--- src/rtl/bridge_initiator_if.sv ---
// Command, response and bridge-side bus signals of the bridge initiator.
// The slave modport is the initiator's view; master is the driver/bridge view.
interface bridge_initiator_if #(
  parameter int DATA_W = 32
) ();
  logic              io_cmd_valid;
  logic              io_cmd_ready;
  logic              io_cmd_write;
  logic [DATA_W-1:0] io_cmd_addr;
  logic [DATA_W-1:0] io_cmd_wdata;
  logic              io_rsp_valid;
  logic              io_rsp_ready;
  logic [DATA_W-1:0] io_rsp_data;
  logic              io_rsp_err;
  logic [DATA_W-1:0] io_bus_address;
  logic              io_bus_write;
  logic [DATA_W-1:0] io_bus_in_data;
  logic [DATA_W-1:0] io_bus_out_data;

  modport slave (
    input  io_cmd_valid,
    output io_cmd_ready,
    input  io_cmd_write,
    input  io_cmd_addr,
    input  io_cmd_wdata,
    output io_rsp_valid,
    input  io_rsp_ready,
    output io_rsp_data,
    output io_rsp_err,
    output io_bus_address,
    output io_bus_write,
    output io_bus_in_data,
    input  io_bus_out_data
  );

  modport master (
    output io_cmd_valid,
    input  io_cmd_ready,
    output io_cmd_write,
    output io_cmd_addr,
    output io_cmd_wdata,
    input  io_rsp_valid,
    output io_rsp_ready,
    input  io_rsp_data,
    input  io_rsp_err,
    input  io_bus_address,
    input  io_bus_write,
    input  io_bus_in_data,
    output io_bus_out_data
  );
endinterface

--- src/rtl/bridge_initiator.sv ---
// Single-outstanding bus initiator: one command in, one bus cycle, one response out.
// Misaligned or unmapped addresses are answered with an error and never reach the bus.
module bridge_initiator #(
  parameter int DATA_W       = 32,
  parameter int NUM_SLOTS    = 2,
  parameter int READ_LATENCY = 0,
  parameter int CNT_W        = 16
) (
  input  logic             clk,
  input  logic             reset,
  bridge_initiator_if.slave port,
  output logic [CNT_W-1:0] io_txn_count
);

  typedef enum logic [1:0] {
    IDLE,
    BUS,
    WAIT,
    RESP
  } state_t;

  localparam logic [DATA_W-1:0] LIMIT = DATA_W'(4 * NUM_SLOTS);
  localparam logic [3:0]        RL    = 4'(READ_LATENCY);

  state_t            state;
  state_t            state_nx;
  logic [DATA_W-1:0] addr_q;
  logic [DATA_W-1:0] wdata_q;
  logic              write_q;
  logic              err_q;
  logic [DATA_W-1:0] rdata_q;
  logic [3:0]        cnt;
  logic              accept;
  logic              addr_ok;
  logic              sample;
  logic              rsp_fire;

  assign addr_ok = (port.io_cmd_addr[1:0] == 2'b00) &&
                   (port.io_cmd_addr < LIMIT);
  assign accept   = port.io_cmd_valid && (state == IDLE);
  assign rsp_fire = (state == RESP) && port.io_rsp_ready;

  // Read data is captured on the final cycle the address is on the bus.
  assign sample = ((state == BUS) && (RL == 4'd0)) ||
                  ((state == WAIT) && (cnt == RL));

  always_ff @(posedge clk) begin
    if (reset) state <= IDLE;
    else       state <= state_nx;
  end

  always_comb begin
    state_nx = state;
    unique case (state)
      IDLE: begin
        if (accept) state_nx = addr_ok ? BUS : RESP;
      end
      BUS: begin
        state_nx = (RL == 4'd0) ? RESP : WAIT;
      end
      WAIT: begin
        if (cnt == RL) state_nx = RESP;
      end
      RESP: begin
        if (port.io_rsp_ready) state_nx = IDLE;
      end
      default: state_nx = IDLE;
    endcase
  end

  always_comb begin
    port.io_cmd_ready   = 1'b0;
    port.io_rsp_valid   = 1'b0;
    port.io_rsp_data    = '0;
    port.io_rsp_err     = 1'b0;
    port.io_bus_address = '0;
    port.io_bus_write   = 1'b0;
    port.io_bus_in_data = '0;
    unique case (state)
      IDLE: port.io_cmd_ready = 1'b1;
      BUS: begin
        port.io_bus_address = addr_q;
        port.io_bus_write   = write_q;
        port.io_bus_in_data = write_q ? wdata_q : '0;
      end
      WAIT: port.io_bus_address = addr_q;
      RESP: begin
        port.io_rsp_valid = 1'b1;
        port.io_rsp_data  = rdata_q;
        port.io_rsp_err   = err_q;
      end
      default: ;
    endcase
  end

  always_ff @(posedge clk) begin
    if (reset) begin
      addr_q  <= '0;
      wdata_q <= '0;
      write_q <= 1'b0;
      err_q   <= 1'b0;
      rdata_q <= '0;
      cnt     <= '0;
    end else begin
      if (accept) begin
        addr_q  <= port.io_cmd_addr;
        wdata_q <= port.io_cmd_wdata;
        write_q <= port.io_cmd_write;
        err_q   <= !addr_ok;
        rdata_q <= '0;
      end
      if (state == BUS)       cnt <= 4'd1;
      else if (state == WAIT) cnt <= cnt + 4'd1;
      if (sample && !write_q) rdata_q <= port.io_bus_out_data;
    end
  end

  always_ff @(posedge clk) begin
    if (reset)         io_txn_count <= '0;
    else if (rsp_fire) io_txn_count <= io_txn_count + 1'b1;
  end

endmodule

--- src/flat_wrapper.sv ---
// flat-port wrapper written by rule: the top's interface ports become plain ports
module bridge_initiator_flat 
#(
  parameter int DATA_W       = 32,
  parameter int NUM_SLOTS    = 2,
  parameter int READ_LATENCY = 0,
  parameter int CNT_W        = 16
)
  (clk, reset, io_txn_count, port_io_cmd_valid, port_io_cmd_ready, port_io_cmd_write, port_io_cmd_addr, port_io_cmd_wdata, port_io_rsp_valid, port_io_rsp_ready, port_io_rsp_data, port_io_rsp_err, port_io_bus_address, port_io_bus_write, port_io_bus_in_data, port_io_bus_out_data);
  bridge_initiator_if #(.DATA_W(DATA_W)) port_i ();
  input  logic clk;
  input  logic reset;
  output logic [CNT_W-1:0] io_txn_count;
  input wire logic [$bits(port_i.io_cmd_valid)-1:0] port_io_cmd_valid;
  output wire logic [$bits(port_i.io_cmd_ready)-1:0] port_io_cmd_ready;
  input wire logic [$bits(port_i.io_cmd_write)-1:0] port_io_cmd_write;
  input wire logic [$bits(port_i.io_cmd_addr)-1:0] port_io_cmd_addr;
  input wire logic [$bits(port_i.io_cmd_wdata)-1:0] port_io_cmd_wdata;
  output wire logic [$bits(port_i.io_rsp_valid)-1:0] port_io_rsp_valid;
  input wire logic [$bits(port_i.io_rsp_ready)-1:0] port_io_rsp_ready;
  output wire logic [$bits(port_i.io_rsp_data)-1:0] port_io_rsp_data;
  output wire logic [$bits(port_i.io_rsp_err)-1:0] port_io_rsp_err;
  output wire logic [$bits(port_i.io_bus_address)-1:0] port_io_bus_address;
  output wire logic [$bits(port_i.io_bus_write)-1:0] port_io_bus_write;
  output wire logic [$bits(port_i.io_bus_in_data)-1:0] port_io_bus_in_data;
  input wire logic [$bits(port_i.io_bus_out_data)-1:0] port_io_bus_out_data;
  assign port_i.io_cmd_valid = port_io_cmd_valid;
  assign port_io_cmd_ready = port_i.io_cmd_ready;
  assign port_i.io_cmd_write = port_io_cmd_write;
  assign port_i.io_cmd_addr = port_io_cmd_addr;
  assign port_i.io_cmd_wdata = port_io_cmd_wdata;
  assign port_io_rsp_valid = port_i.io_rsp_valid;
  assign port_i.io_rsp_ready = port_io_rsp_ready;
  assign port_io_rsp_data = port_i.io_rsp_data;
  assign port_io_rsp_err = port_i.io_rsp_err;
  assign port_io_bus_address = port_i.io_bus_address;
  assign port_io_bus_write = port_i.io_bus_write;
  assign port_io_bus_in_data = port_i.io_bus_in_data;
  assign port_i.io_bus_out_data = port_io_bus_out_data;
  bridge_initiator #(.DATA_W(DATA_W), .NUM_SLOTS(NUM_SLOTS), .READ_LATENCY(READ_LATENCY), .CNT_W(CNT_W)) u_core (.clk(clk), .reset(reset), .port(port_i), .io_txn_count(io_txn_count));
endmodule
--- config.mk ---
export PLATFORM = sky130hd
export DESIGN_NAME = bridge_initiator_flat
export DESIGN_NICKNAME = d
export VERILOG_FILES = /design/src/rtl/bridge_initiator_if.sv /design/src/rtl/bridge_initiator.sv /design/src/flat_wrapper.sv
export SDC_FILE = /design/constraint.sdc
export NUM_CORES = 1
export LEC_CHECK = 0
export ABC_AREA = 1
export BUFFER_PORTS_ARGS = -buffer_cell sky130_fd_sc_hd__buf_2
export CAP_MARGIN = 40
export CORE_MARGIN = 8
export CORE_UTILIZATION = 45
export CTS_CLUSTER_DIAMETER = 40
export DETAILED_ROUTE_END_ITERATION = 7
export GPL_TIMING_DRIVEN = 0
export HOLD_SLACK_MARGIN = 0.03
export PLACE_DENSITY_LB_ADDON = 0.1
export RECOVER_POWER = 100
export SYNTH_ARGS = -nofsm -noshare
export SYNTH_HDL_FRONTEND = slang
export SYNTH_SLANG_ARGS = --single-unit
--- constraint.sdc ---
create_clock -name clk -period 4 [get_ports clk]
set_input_delay 0 -clock clk [delete_from_list [all_inputs] [get_ports clk]]
set_output_delay 0 -clock clk [all_outputs]
set_load 0.02 [all_outputs]
==> flow_summary_export.csv <==
group,metric,value,unit
route,wirelength,17900,um
logic_synthesis,syn_nets,911,
clock_tree,cts-root-buf,"clkbuf_16",
sta,period_minus_slack,2720,ps
final_layout,drive_gt1_share,13.4,%
clock_tree,cts.clk_slew.worst_paths,50,ps
power,power.internal,3140,uW
power,peakVddDrop,0.000270,V
final_layout,areaGrowthSynthToFinish,49.6,%
setup_path,slowest_stage,"dlygate4sd3_1",
setup_path,r2r_slack,1280,ps
route,ant_nets,0,
clock_tree,post_cts_buffers,0,
sta,rsz0062_at_grt,"no",
final_layout,antenna_cells,0,
power,power_leakage,0.00388,uW
place,place_area,0.00680,mm^2
logic_synthesis,synthCells,801,
sta,fin_crit_sh,68.1,%
power,power_switching,1680,uW
clock_tree,clock_latency,410,ps
die,rows,40,
setup_path,path_buf_inv,4,
hold_path,hold_class,"primary input to register",
logic_synthesis,avgSynthCellArea,6.91,um^2
power,pwr_density_cell,582,mW/mm^2
clock_tree,postCtsResizedCells,0,
final_layout,fillers,1087,
clock_tree,numClockSinks,120,
setup_path,crit_arrival,3070,ps
place,io_buffer_count,215,
logic_synthesis,synth.area.top_cells,"dfxtp_1, nor2_1, inv_1",
sta,relSlewSlack,60.8,%
die,die_h,127,um
power,p_total,4820,uW
logic_synthesis,syn_area,0.00554,mm^2
logic_synthesis,yosys_warnings,0,
sta,setup_viol,0,
die,start_util,46.1,%
run,cap_violations,0,
outcome,status,"finished clean",
clock_tree,cts_buffer_depth,2,
final_layout,multi_input_comb_area,0.00232,mm^2
setup_path,r2r_cells,8,
die,die_w,127,um
route,vias_per_cell,4.77,
setup_path,crit_path_frequent_cell,"clkbuf_1",
setup_path,endpoint,"u_core.rdata_q[0]",
logic_synthesis,synth-seq-cells,120,
logic_synthesis,yosysMostFrequentCell,"nor2_1",
setup_path,setup.worst_path.start,"u_core.state[0]",
clock_tree,cts.htree.levels,4,
global_route,grt_max_degree,17,
sta,fin_skew,5.93,ps
route,drt_iter0_drc,362,
power,p_seq_share,32.8,%
setup_path,max_stage_delay,560,ps
logic_synthesis,ys_types,30,
setup_path,crit_path_start_kind,"register",
power,p_clk_share,34.1,%
logic_synthesis,synth_enable_flop_cells,0,
global_route,grt_pass1_vias,6000,
logic_synthesis,synthArstFlopShare,0,%
logic_synthesis,synthTopCellsByCount,"nor2_1, inv_1, dfxtp_1",
die,dieArea,0.0161,mm^2
sta,hold_viol,0,
final_layout,finalInstanceArea,0.00828,mm^2
final_layout,post-route-util,68.9,%
logic_synthesis,synth_top_area_share,43.4,%
setup_path,required,4350,ps
setup_path,path_class,"register to register",
setup_path,cp.depth,8,
global_route,grt_pass1_wl,28500,um
place,place.gp.congestion,0.804,
die,ios,217,
sta,slew_viol_final,0,
setup_path,crit_chain,"inv_1 -> ha_1 -> nand2_1 -> clkbuf_1 -> clkbuf_1 -> nand3_1 -> a21oi_1 -> dlygate4sd3_1",
sta,max_freq,367,MHz
power,comb_power_share,33.1,%
logic_synthesis,synthFlopType,"dfxtp_1",
power,switching_share,34.9,%
route,wl_per_cell,13.8,um
setup_path,critPathTopFamily,"buffers and inverters",
clock_tree,cts-buffers-inserted,17,
clock_tree,cts_tree,"built",
setup_path,timing.rr.start,"u_core.state[0]",
route,dr.pass1.iters,7,
sta,tightestPinTransition,587,ps
global_route,grt_usage,21.7,%
setup_path,worstPathMaxFanout,10,
die,fp.coreArea,0.0120,mm^2
global_route,grt-ovfl-total,0,
final_layout,fin_nets,1249,
sta,tns,0,ps
logic_synthesis,ys_seq_area_share,43.4,%
final_layout,final-seq-area,0.00240,mm^2
global_route,antenna_found_initial,0,
route,drc,0,
route,vias,6199,
place,post-dp-hpwl,12200,um
setup_path,reg2reg_to,"u_core.rdata_q[0]",
logic_synthesis,yosys.area.top_type,"dfxtp_1",
setup_path,critPathCaptureType,"register",
## what timing repair did
| action | CTS | global route |
|---|---|---|
| setup endpoints to repair | 0 | 0 |
| endpoints found under the hold margin | 102 | 0 |
| hold buffers | 104 | 0 |
## worst register-to-register path: stages (launching register included)
cell and delay [ps]:
dfxtp_1 380, inv_1 120, ha_1 240, nand2_1 120
clkbuf_1 480, clkbuf_1 480, nand3_1 150, a21oi_1 140
dlygate4sd3_1 560
## logic make-up after synthesis
kind of cell / count (synthesis) / share of synthesized area [%]
fa+ha+maj: 9 / 2.03
buf+inv: 184 / 14.0
simple gates: 325 / 25.1
xor+xnor: 3 / 0.475
flops: 120 / 43.4
compound gates: 160 / 15.0
## power groups by stage
stage | Sequential (uW) | Clock (uW) | Combinational, uW
detailed placement | 1600 | 0 | 1540
floorplan | 1580 | 0 | 1120
finish | 1580 | 1640 | 1600
global route | 1610 | 1720 | 1790
global placement | 1600 | 0 | 1530
CTS | 1580 | 1660 | 1640
## cells in the final DEF (no fill, tap or decap)
cell,n
nor3_1,3
nand2_4,1
nand4_1,6
nand2_1,101
clkbuf_1,152
clkbuf_16,17
nand3_2,4
o22ai_1,1
inv_1,130
o21ai_0,76
nor2_1,142
a21oi_1,78
a21oi_2,1
bufinv_16,4
dlygate4sd3_1,104
a211oi_1,1
nand3_1,68
ha_1,9
buf_6,7
buf_2,105
dfxtp_1,120
clkbuf_8,5
xor2_1,2
inv_2,2
clkinv_2,4
o21bai_1,1
o21ai_4,1
buf_4,3
clkinv_1,2
a31oi_1,1
xnor2_1,1
## area by class of cell
class	count	share of cell area [%]
tap	147	2.22
multi-input combinational	497	28.0
timing repair buffer	319	23.8
clock inverter	8	1.69
sequential	120	29.0
clock buffer	24	6.06
buffer	50	3.13
inverter	134	6.07
## routing by layer
metal  wire length (um)  part of all wire (%)  GRT usage, %
met5                  0                     0             0
met2               8700                    49          36.9
met4                446                   2.5          9.73
met1               7630                    43          24.7
met3               1170                   6.5          6.28
## stage by stage
stage	hold slack, ps	instances	setup slack [ps]
3_3_place_gp	254	1163	2200
6_report	391	1299	1280
4_1_cts	379	1299	1730
5_1_grt	408	1299	1030
3_5_place_dp	263	1163	2180
2_1_floorplan	148	801	2410
## flip-flops by register name (all words and copies together), names as in the netlist
register             count
u_core.addr_q           32
u_core.cnt               4
u_core.err_q             1
u_core.io_txn_count     16
u_core.rdata_q          32
u_core.state             2
u_core.wdata_q          32
u_core.write_q           1
## worst min-delay path by stage
stage	start	to	slack [ps]	cells past startpoint
6_report	port_io_cmd_addr[30]	u_core.addr_q[30]	390	4
5_1_grt	port_io_bus_out_data[26]	u_core.rdata_q[26]	410	4
4_1_cts	port_io_cmd_addr[19]	u_core.addr_q[19]	380	4
3_5_place_dp	port_io_cmd_addr[2]	u_core.addr_q[2]	260	3
3_3_place_gp	port_io_cmd_addr[2]	u_core.addr_q[2]	250	3
2_1_floorplan	port_io_cmd_addr[30]	u_core.addr_q[30]	150	2
(Power assumes the default switching activity.)
